`config.mk`:
```
export PLATFORM = sky130hd
export DESIGN_NAME = decorder
export DESIGN_NICKNAME = d
export VERILOG_FILES = /design/src/rtl/decorder_pkg.sv /design/src/rtl/decorder_bcond_eval.sv /design/src/rtl/decorder.sv
export SDC_FILE = /design/constraint.sdc
export NUM_CORES = 1
export LEC_CHECK = 0
export ABC_CLOCK_PERIOD_IN_PS = 800
export BUFFER_PORTS_ARGS = -buffer_cell sky130_fd_sc_hd__buf_4
export CELL_PAD_IN_SITES_DETAIL_PLACEMENT = 1
export CELL_PAD_IN_SITES_GLOBAL_PLACEMENT = 2
export CORE_AREA = 2 2 493 495
export CTS_BUF_LIST = sky130_fd_sc_hd__clkbuf_2 sky130_fd_sc_hd__clkbuf_4 sky130_fd_sc_hd__clkbuf_8
export DETAILED_ROUTE_END_ITERATION = 7
export DIE_AREA = 0 0 495 497
export HOLD_SLACK_MARGIN = 0.12
export PLACE_DENSITY = 0.33
export SLEW_MARGIN = 10
export SYNTH_ARGS = -nofsm -noshare
export SYNTH_HDL_FRONTEND = slang
export SYNTH_SLANG_ARGS = --single-unit
```
`constraint.sdc`:
```
create_clock -name clk -period 0.8 [get_ports clk]
set_input_delay 0.04 -clock clk [delete_from_list [all_inputs] [get_ports clk]]
set_output_delay 0.04 -clock clk [all_outputs]
set_load 0.01 [all_outputs]
```
`src/rtl/decorder_pkg.sv`:
```
// Shared constants for the V850 instruction-decode stage: execute-unit
// select codes, 6-bit opcode values, PSW flag positions and the registered
// ID/EX payload type.
package decorder_pkg;

  // Execute-unit select codes driven on circuit_sel_o.
  typedef enum logic [9:0] {
    SEL_NOP         = 10'd0,
    SEL_ADD         = 10'd1,
    SEL_SUB         = 10'd2,
    SEL_SUBR        = 10'd3,
    SEL_AND         = 10'd4,
    SEL_OR          = 10'd5,
    SEL_XOR         = 10'd6,
    SEL_CMP         = 10'd7,
    SEL_TST         = 10'd8,
    SEL_MOV         = 10'd9,
    SEL_BCOND_TAKEN = 10'd10
  } circuit_sel_t;

  // Operand routing chosen by the opcode.
  typedef enum logic [2:0] {
    FMT_NONE,   // NOP / unrecognised: everything zero
    FMT_I,      // reg-reg
    FMT_II,     // imm5 sign-extended into operand A
    FMT_VI_S,   // 32-bit, imm16 sign-extended
    FMT_VI_Z,   // 32-bit, imm16 zero-extended
    FMT_III     // conditional branch
  } fmt_t;

  // Format I (reg-reg)
  localparam logic [5:0] OP_MOV_R  = 6'b000000;
  localparam logic [5:0] OP_OR_R   = 6'b001000;
  localparam logic [5:0] OP_XOR_R  = 6'b001001;
  localparam logic [5:0] OP_AND_R  = 6'b001010;
  localparam logic [5:0] OP_TST_R  = 6'b001011;
  localparam logic [5:0] OP_SUBR_R = 6'b001100;
  localparam logic [5:0] OP_SUB_R  = 6'b001101;
  localparam logic [5:0] OP_ADD_R  = 6'b001110;
  localparam logic [5:0] OP_CMP_R  = 6'b001111;
  // Format II (imm5)
  localparam logic [5:0] OP_MOV_I  = 6'b010000;
  localparam logic [5:0] OP_ADD_I  = 6'b010010;
  localparam logic [5:0] OP_CMP_I  = 6'b010011;
  // Format VI (imm16, 32-bit)
  localparam logic [5:0] OP_ADDI   = 6'b110000;
  localparam logic [5:0] OP_MOVEA  = 6'b110001;
  localparam logic [5:0] OP_ORI    = 6'b110100;
  localparam logic [5:0] OP_XORI   = 6'b110101;
  localparam logic [5:0] OP_ANDI   = 6'b110110;
  // Format III: opcode[5:2] identifies Bcond, opcode[1:0] carry displacement
  localparam logic [3:0] OP_BCOND_HI = 4'b1011;

  // PSW flag positions
  localparam int PSW_Z  = 0;
  localparam int PSW_S  = 1;
  localparam int PSW_OV = 2;
  localparam int PSW_CY = 3;

  // Everything the ID stage hands to EX.
  typedef struct packed {
    logic [31:0]  reg1;
    logic [31:0]  reg2;
    logic [31:0]  reg3;
    logic         increment;
    logic [4:0]   destination;
    logic [4:0]   destination2;
    circuit_sel_t circuit_sel;
  } id_ex_t;

  // Sign-extend the 5-bit immediate of format II.
  function automatic logic [31:0] sext_imm5(input logic [4:0] imm);
    return {{27{imm[4]}}, imm};
  endfunction

endpackage

```
`src/rtl/decorder_bcond_eval.sv`:
```
// Branch-condition evaluator: maps a 4-bit V850 condition code and the PSW
// flags to a taken/not-taken decision. Codes 8-F negate codes 0-7.
module bcond_eval
  import decorder_pkg::*;
(
  input  logic [3:0] cond,
  input  logic [3:0] flags,
  output logic       taken
);

  logic z, s, ov, cy;
  logic base;

  assign z  = flags[PSW_Z];
  assign s  = flags[PSW_S];
  assign ov = flags[PSW_OV];
  assign cy = flags[PSW_CY];

  // Evaluate the positive condition, then let cond[3] invert it.
  always_comb begin
    // NOTE: a default assignment before the case keeps every path assigned, so no latch is inferred.
    base = 1'b0;
    case (cond[2:0])
      3'd0: base = ov;
      3'd1: base = cy;
      3'd2: base = z;
      3'd3: base = cy | z;
      3'd4: base = s;
      3'd5: base = 1'b1;
      3'd6: base = s ^ ov;
      3'd7: base = (s ^ ov) | z;
      default: base = 1'b0;
    endcase
    taken = base ^ cond[3];
  end

endmodule

```
`src/rtl/decorder.sv`:
```
// V850 instruction-decode stage. Decodes formats I, II, III and VI from the
// instruction at ID, reads operands from the register file, and registers
// operands, destination, length flag and execute-unit select for EX.
module decorder
  import decorder_pkg::*;
(
  input  logic        clk,
  input  logic        reset,
  input  logic [63:0] instruction_ID_i,
  input  logic [24:0] PC_ID_i,
  input  logic [31:0] GR [32],
  input  logic [31:0] PSW_i,
  output logic [31:0] reg1_o,
  output logic [31:0] reg2_o,
  output logic [31:0] reg3_o,
  output logic        increment_bit_o,
  output logic [4:0]  destination_o,
  output logic [4:0]  destination2_o,
  output logic [9:0]  circuit_sel_o
);

  logic [15:0] h;
  logic [15:0] imm16;
  logic [4:0]  reg1_idx, reg2_idx;
  logic [5:0]  opcode;
  logic [31:0] gr_reg1, gr_reg2;
  logic        taken;
  logic [8:0]  disp9;
  logic [25:0] branch_target;

  circuit_sel_t sel;
  fmt_t         fmt;
  logic         writes_dest;
  logic         use_reg2;
  id_ex_t       nxt, q;

  // Upper instruction halfwords and PSW bits above CY are not used here.
  logic unused_bits;
  assign unused_bits = ^{instruction_ID_i[63:32], PSW_i[31:4]};

  assign h        = instruction_ID_i[15:0];
  assign imm16    = instruction_ID_i[31:16];
  assign reg2_idx = h[15:11];
  assign opcode   = h[10:5];
  assign reg1_idx = h[4:0];

  // r0 is hard-wired to zero whatever the register file holds.
  assign gr_reg1 = (reg1_idx == 5'd0) ? 32'd0 : GR[reg1_idx];
  assign gr_reg2 = (reg2_idx == 5'd0) ? 32'd0 : GR[reg2_idx];

  // Branch displacement is in bytes; the target wraps in the 26-bit space.
  assign disp9         = {h[15:11], h[6:4], 1'b0};
  assign branch_target = {PC_ID_i, 1'b0} + {{17{disp9[8]}}, disp9};

  bcond_eval u_bcond_eval (
    .cond  (h[3:0]),
    .flags (PSW_i[3:0]),
    .taken (taken)
  );

  // Classify the opcode: select code, operand format, destination use.
  always_comb begin
    sel         = SEL_NOP;
    fmt         = FMT_NONE;
    writes_dest = 1'b0;
    use_reg2    = 1'b0;
    if (opcode[5:2] == OP_BCOND_HI) begin
      if (taken) begin
        sel = SEL_BCOND_TAKEN;
        fmt = FMT_III;
      end
    end else begin
      case (opcode)
        OP_MOV_R: if (h != 16'd0) begin
          sel = SEL_MOV; fmt = FMT_I; writes_dest = 1'b1;
        end
        OP_OR_R:   begin sel = SEL_OR;   fmt = FMT_I; writes_dest = 1'b1; end
        OP_XOR_R:  begin sel = SEL_XOR;  fmt = FMT_I; writes_dest = 1'b1; end
        OP_AND_R:  begin sel = SEL_AND;  fmt = FMT_I; writes_dest = 1'b1; end
        OP_TST_R:  begin sel = SEL_TST;  fmt = FMT_I; end
        OP_SUBR_R: begin sel = SEL_SUBR; fmt = FMT_I; writes_dest = 1'b1; end
        OP_SUB_R:  begin sel = SEL_SUB;  fmt = FMT_I; writes_dest = 1'b1; end
        OP_ADD_R:  begin sel = SEL_ADD;  fmt = FMT_I; writes_dest = 1'b1; end
        OP_CMP_R:  begin sel = SEL_CMP;  fmt = FMT_I; end
        OP_MOV_I:  begin sel = SEL_MOV;  fmt = FMT_II; writes_dest = 1'b1; end
        OP_ADD_I:  begin sel = SEL_ADD;  fmt = FMT_II; writes_dest = 1'b1; use_reg2 = 1'b1; end
        OP_CMP_I:  begin sel = SEL_CMP;  fmt = FMT_II; use_reg2 = 1'b1; end
        OP_ADDI:   begin sel = SEL_ADD;  fmt = FMT_VI_S; writes_dest = 1'b1; end
        OP_MOVEA:  begin sel = SEL_ADD;  fmt = FMT_VI_S; writes_dest = 1'b1; end
        OP_ORI:    begin sel = SEL_OR;   fmt = FMT_VI_Z; writes_dest = 1'b1; end
        OP_XORI:   begin sel = SEL_XOR;  fmt = FMT_VI_Z; writes_dest = 1'b1; end
        OP_ANDI:   begin sel = SEL_AND;  fmt = FMT_VI_Z; writes_dest = 1'b1; end
        default: ;
      endcase
    end
  end

  // Route operands by format; anything a format does not use stays zero.
  always_comb begin
    nxt             = '0;
    nxt.circuit_sel = sel;
    nxt.destination = writes_dest ? reg2_idx : 5'd0;
    case (fmt)
      FMT_I: begin
        nxt.reg1 = gr_reg1;
        nxt.reg2 = gr_reg2;
      end
      FMT_II: begin
        nxt.reg1 = sext_imm5(reg1_idx);
        nxt.reg2 = use_reg2 ? gr_reg2 : 32'd0;
      end
      FMT_VI_S: begin
        nxt.reg1      = gr_reg1;
        nxt.reg3      = {{16{imm16[15]}}, imm16};
        nxt.increment = 1'b1;
      end
      FMT_VI_Z: begin
        nxt.reg1      = gr_reg1;
        nxt.reg3      = {16'd0, imm16};
        nxt.increment = 1'b1;
      end
      FMT_III: begin
        nxt.reg3 = {6'd0, branch_target};
      end
      default: ;
    endcase
  end

  // ID/EX pipeline register; reset clears it to a NOP immediately.
  always_ff @(posedge clk or negedge reset) begin
    // NOTE: sequential state uses non-blocking assignments so every flop samples pre-edge values.
    if (!reset) q <= '0;
    else        q <= nxt;
  end

  assign reg1_o          = q.reg1;
  assign reg2_o          = q.reg2;
  assign reg3_o          = q.reg3;
  assign increment_bit_o = q.increment;
  assign destination_o   = q.destination;
  assign destination2_o  = q.destination2;
  assign circuit_sel_o   = q.circuit_sel;

endmodule

```
* Yosys cells after proc, flatten, opt, wreduce, memory -nomap -nowiden *
Index checks and enable logic that the tools add are counted.

operators by class
  add/sub/neg operators = 1
  multiply operators = 0
  div/mod/pow operators = 0
  order comparisons = 2
  equal/unequal tests = 29
  shift operators = 0
  mux-type cells = 28
  bitwise gates (word level) = 6
  reductions and logical operators = 18

operators by type and width
  operator                                                         count
  32-bit binary-select mux with 5-bit select                       2
  32-bit 2-to-1 mux                                                7
  32-bit case mux with 2 select lines                              2
  32-bit case mux with 3 select lines                              1
  6-bit by 4-bit == test with 1-bit output, second input constant  8
  4-bit case mux with 10 select lines                              1
  6-bit == test, second input constant                             5
  26-bit adder                                                     1
  3-bit == test, second input constant                             6
  6-bit by 5-bit == test with 1-bit output, second input constant  3
  16-bit nonzero test                                              1
  3-bit case mux with 5 select lines                               1
  2-bit OR reduction                                               7
  13-bit OR reduction                                              1
  3-bit by 2-bit == test with 1-bit output, second input constant  4
  6-bit greater-or-equal comparator, second input constant         2
  5-bit NOT with 6-bit output                                      2
  5-bit logical NOT                                                2
  10-bit 2-to-1 mux                                                1
  3-bit OR reduction                                               3
  4-bit 2-to-1 mux                                                 2
  1-bit case mux with 8 select lines                               1
  8-bit OR reduction                                               1
  3-bit by 1-bit == test with 1-bit output, second input constant  2
  other kinds (10)                                                 18

storage, ports and cells
  register bits after elaboration = 112
  bits in latches = 0
  RAM bits = 0
  memory bits (read-only) = 0
  input bits = 1147
  output and inout port bits = 117
  logic and storage cells = 90
  memories = 0

* Depth between registers and ports, before layout *
  word-level depth = 9
  gate-level depth with buffers = 12
  depth with buffers taken out = 12

* Hierarchy *
A second synthesis with hierarchy kept.

second synthesis, totals
  cells, all modules = 1391
  area, all modules = 20868.8 µm²

by module, submodules not included
  module      instances  cells each  area each (µm²)
  decorder    1          1381        20802.5
  bcond_eval  1          10          66.3

* Worst setup path before layout *
Ideal clock, no wire load.

  path kind = input -> register
  start = in instruction_ID_i[11]
  end = reg q (netlist bit reg2_o[0])
  library setup time = 132 ps
  data arrival time = 2427 ps
  path slack = -1759 ps
  stages on the path = 7
  path buffers = 3
  cell sequence = clkbuf_1 -> clkbuf_1 -> buf_1 -> mux4_2 -> mux4_2 -> mux2i_1 -> nor2_1

RTL lines
  element                 RTL line         text
  start: declaration      decorder.sv:9    input logic [63:0] instruction_ID_i,
  end signal: assignment  decorder.sv:133  else q <= nxt;
  end: declaration        decorder.sv:35   id_ex_t nxt, q;

==> out/results.txt <==
The type of the worst setup path is in -> reg. The pre-CTS setup slack was -1.89 ns. The number of antenna violations at the first check in global routing is 123, and the worst-case headroom to the max-slew limit is 28.1%.

The switching portion of total power is 42.8%, and the delay of the slowest cell on the worst path is 0.41 ns. Counting the buffers created by CTS gives 9. The area growth from synthesis to layout is 86.3%. The post-route setup TNS was -130.23 ns; the number of placement rows was 180. After detailed routing, the average wire length per cell comes to 36.6 um. The H-tree generated during clock tree synthesis spans 3 levels. The share of the yosys chip area belonging to registers was 12.3%; the number of top-level design ports was 1264. The layout has 27503 filler cells. The run gives 24687 as the via count of the first global-routing pass. Setup repair after global routing could not meet its margin everywhere. The number of synthesized register bits works out to 101. The die is 495 um wide. The number of max-slew violations in the final report was 0; the count of final setup violators was 203. For this run, the top clock speed supported by timing is 499 MHz. Once placement completed, the tool counted placed cells totaling 5888. The count of cells in the finished layout, fillers not included, comes to 6010. For this design, the sink count on the clock tree is 101.

Highest fanout seen on the critical path: 12. Across every metal layer, demand over resource in global routing totals 17.4%. Power density of the placed cells: 912 nW/um^2. The prevailing post-synth register cell is sky130_fd_sc_hd__dfrtp_1. The logs give 31 for the number of hold buffers added after cts and 20.0 mW for the cell-internal power.

After synthesis, the share of flip-flops with an asynchronous set or reset is 100%. The routed design could run at a clock period as short as 2.00 ns. Number of optimization iterations in the first detailed-route pass: 5. TritonCTS built the clock tree.

The combinational cell fraction of total power was 70.5%; the core box area was 240000 sq um. Dividing the final minimum period by the clock period gives 250%. For the synthesized area, the log shows 20600 sq um. The die is 497 um tall. Sequential cells burn 16.5% of the power. For the arrival time of the worst setup path, the log shows 2.47 ns.

The checks that failed: hold timing, setup timing. The worst IR drop on VDD was 0.993 mV. During placement, the flow inserted port buffers numbering 1192.

The total DRC errors in the routed layout came out at 0. The fraction of final layout cells sized beyond drive strength 1 was 82.4%; the final wirelength was 220 mm. For this run, the number of Yosys warnings is 0. For the largest net degree at the start of global routing, the log shows 53. Summed over all nets, the switching power comes to 15.0 mW. Cell at the root of the clock tree: sky130_fd_sc_hd__clkbuf_8. The combined buffer and inverter count along the critical path works out to 3. The logs give 12 for the count of endpoints failing hold in the final timing report and 13.0% for the proportion of power drawn by the clock network. The final core utilization is 16.0%, and the slew at the pin closest to its max-slew limit is 1.07 ns.

Summing over every cut layer, the via total after detailed routing is 22280. The signal on the critical path passes through buf_8 > or3_4 > or3_4 > o2111a_1 > a211o_1 > a2111oi_4 > buf_4 > buf_12 > and2b_1 > o21ai_1 > o21ai_1. The tools report the worst hold slack after final layout as -0.0584 ns. The cell family contributing the most delay on the critical path is compound AO/OA/AOI/OAI gates. The number of DRC markers after the initial detailed-route iteration came out at 1160. The kind of start point of the critical path was a primary input. The tool flagged a number of max-cap violations equal to 0. The slowest stage of the critical path belongs to the cell sky130_fd_sc_hd__or3_4. The run gives 57 as the count of cell types in the netlist.

The clock passes through at most 2 buffers. The final critical-path setup slack was -1.20 ns; the number of synthesized flops with an enable pin was 0. The run gives 278 mm as the first-pass GRT wire length.

The overall die area is 246000 sq um, and the detailed placer's ending HPWL is 190 mm. For this run, the post-layout net count is 3967. Dividing the detail-routed via count by the number of cells gives 3.71. The run finished, with violations left. The detail route stage leaves a number of antenna-violating nets equal to 0. In this run the static leakage power is 15.3 nW.

Clock-pin slew was measured on the worst setup and hold paths at 0.16 ns. The worst setup path is captured at a flop. Summed over all layers, the global routing overflow is 0.

The initial utilization of the core area, before any placement, comes to 8.58%. In this run the worst hold path is classified as in -> reg. The instance count of the mapped netlist was 1405. STA puts the critical path data required time at 1.26 ns. The tools report the routability congestion estimate from global placement as 0.852.

The mean area per synthesized cell was 14.7 sq um.
[cell families after synthesis]
family,Yosys count,share of synthesized area (%)
buffers and inverters,202,4.10
AND/OR/NAND/NOR,171,3.98
multiplexers,693,71.3
adder cells (fa/ha/maj),25,1.55
flip-flops,101,12.3
AO/OA/AOI/OAI,189,5.79
other,1,0.0182
XOR/XNOR,23,0.977
[stage by stage]
| step | total power, mW | cell area, sq um | hold WS, ns |
|---|---|---|---|
| 3_5_place_dp | 29.4 | 35900 | -0.101 |
| 5_1_grt | 37.3 | 38400 | -0.106 |
| 6_report | 35.0 | 38400 | -0.0584 |
| 4_1_cts | 36.2 | 38000 | -0.164 |
| 3_3_place_gp | 29.4 | 35900 | -0.104 |
| 2_1_floorplan | 15.3 | 21000 | -0.256 |
[worst min-delay path, stage by stage]
cell	delay, ns
sky130_fd_sc_hd__buf_4	0.14
sky130_fd_sc_hd__nand2_1	0.09
sky130_fd_sc_hd__buf_4	0.13
sky130_fd_sc_hd__o311ai_2	0.07
[flip-flops by register name, summed over array words and instances, names as in the netlist]
register and flops:
reg3_o 27, reg1_o 32, reg2_o 32, destination_o 5, increment_bit_o 1, circuit_sel_o 4
[power groups by stage]
stage | Sequential [mW] | Combinational, mW | Clock (mW)
global route | 5.84 | 26.4 | 5.12
finish | 5.79 | 24.7 | 4.55
detailed placement | 5.82 | 23.6 | 0
floorplan | 5.88 | 9.43 | 0
global placement | 5.84 | 23.6 | 0
CTS | 5.81 | 25.2 | 5.16
[layout by cell type (no fill, tap or decap), types with 5 or more instances in the layout]
| cell type | count |
|---|---|
| sky130_fd_sc_hd__xor2_1 | 11 |
| sky130_fd_sc_hd__mux4_2 | 617 |
| sky130_fd_sc_hd__a22oi_1 | 10 |
| sky130_fd_sc_hd__nand2_1 | 37 |
| sky130_fd_sc_hd__mux2_2 | 32 |
| sky130_fd_sc_hd__o21bai_1 | 5 |
| sky130_fd_sc_hd__ha_4 | 11 |
| sky130_fd_sc_hd__a21oi_2 | 9 |
| sky130_fd_sc_hd__buf_12 | 65 |
| sky130_fd_sc_hd__buf_6 | 136 |
| sky130_fd_sc_hd__inv_1 | 13 |
| sky130_fd_sc_hd__dlygate4sd3_1 | 27 |
| sky130_fd_sc_hd__nor2b_1 | 21 |
| sky130_fd_sc_hd__buf_4 | 1296 |
| sky130_fd_sc_hd__o21ai_1 | 60 |
| sky130_fd_sc_hd__conb_1 | 11 |
| sky130_fd_sc_hd__mux2i_1 | 41 |
| sky130_fd_sc_hd__or3_4 | 5 |
| sky130_fd_sc_hd__o21ai_0 | 7 |
| sky130_fd_sc_hd__o21ai_2 | 17 |
| sky130_fd_sc_hd__a21oi_1 | 16 |
| sky130_fd_sc_hd__nand2b_4 | 5 |
| sky130_fd_sc_hd__buf_16 | 9 |
| sky130_fd_sc_hd__dfrtp_2 | 8 |
| sky130_fd_sc_hd__dfrtp_1 | 93 |
| sky130_fd_sc_hd__a22o_1 | 17 |
| sky130_fd_sc_hd__a21o_1 | 11 |
| sky130_fd_sc_hd__ha_1 | 12 |
| sky130_fd_sc_hd__xnor2_1 | 5 |
| sky130_fd_sc_hd__diode_2 | 25 |
| sky130_fd_sc_hd__nor2_1 | 52 |
| sky130_fd_sc_hd__nand2b_1 | 8 |
| sky130_fd_sc_hd__clkbuf_8 | 13 |
| sky130_fd_sc_hd__buf_8 | 10 |
[per-layer routing]
| metal | vias to the layer above | share of wire (%) | GRT usage (%) |
|---|---|---|---|
| met2 | 1060 | 48 | 29.0 |
| met3 | 168 | 7.6 | 4.95 |
| met5 | - | 0.14 | 0 |
| met4 | 48 | 1.2 | 2.47 |
| met1 | 11927 | 43 | 22.5 |
| li1 | 9077 | - | - |
[worst paths after layout]
kind / start / end / slack, ns / cells after the start
min in group asynchronous: reset / reg2_o[16] / -0.05 / 2
setup / recovery: instruction_ID_i[0] / reg1_o[7] / -1.20 / 11
max in group asynchronous: reset / reg3_o[30] / 0.30 / 4
hold / removal: instruction_ID_i[8] / circuit_sel_o[1] / -0.06 / 4
[synth_stat cells, drive strengths merged (2+ instances only)]
cell | n | area, sq um
a31oi | 5 | 31.3
o31ai | 3 | 22.5
a2111oi | 2 | 36.3
nand3 | 4 | 20.0
xor2 | 12 | 105
dfrtp | 101 | 2530
inv | 14 | 52.6
a211oi | 5 | 37.5
a22o | 17 | 149
buf | 77 | 374
o21bai | 7 | 52.6
and2 | 4 | 25.0
mux4 | 617 | 13900
o21ai | 85 | 429
a22oi | 11 | 82.6
nor3 | 9 | 45.0
nor2b | 26 | 163
or2 | 4 | 25.0
a21oi | 29 | 145
a21o | 11 | 82.6
nand2 | 41 | 154
nand3b | 2 | 15.0
xnor2 | 11 | 96.3
o21a | 3 | 22.5
nor4 | 2 | 12.5
nand2b | 13 | 81.3
clkbuf | 111 | 418
and2b | 3 | 22.5
o2111a | 2 | 22.5
ha | 24 | 300
nor2 | 56 | 210
or3 | 4 | 25.0
mux2 | 32 | 360
mux2i | 44 | 440
[area by class of cell]
| cell class | instances | area (sq um) | area share [%] |
|---|---|---|---|
| Clock inverter | 6 | 63.8 | 0.166 |
| Antenna cell | 25 | 62.6 | 0.163 |
| Multi-Input combinational cell | 1114 | 18100 | 47.1 |
| Tap cell | 3185 | 3990 | 10.4 |
| Clock buffer | 10 | 138 | 0.358 |
| Inverter | 14 | 52.6 | 0.137 |
| Timing Repair Buffer | 1555 | 13500 | 35.1 |
| Sequential cell | 101 | 2540 | 6.61 |
[repair_timing]
action | CTS | global route
endpoints found under the hold margin | 151 | 35
cloned | 10 | 2
buffers inserted | 26 | 16
gates resized for setup | 260 | 63
setup endpoints to repair | 203 | 208
pin swaps | 39 | 25
(Power assumes the default switching activity.)
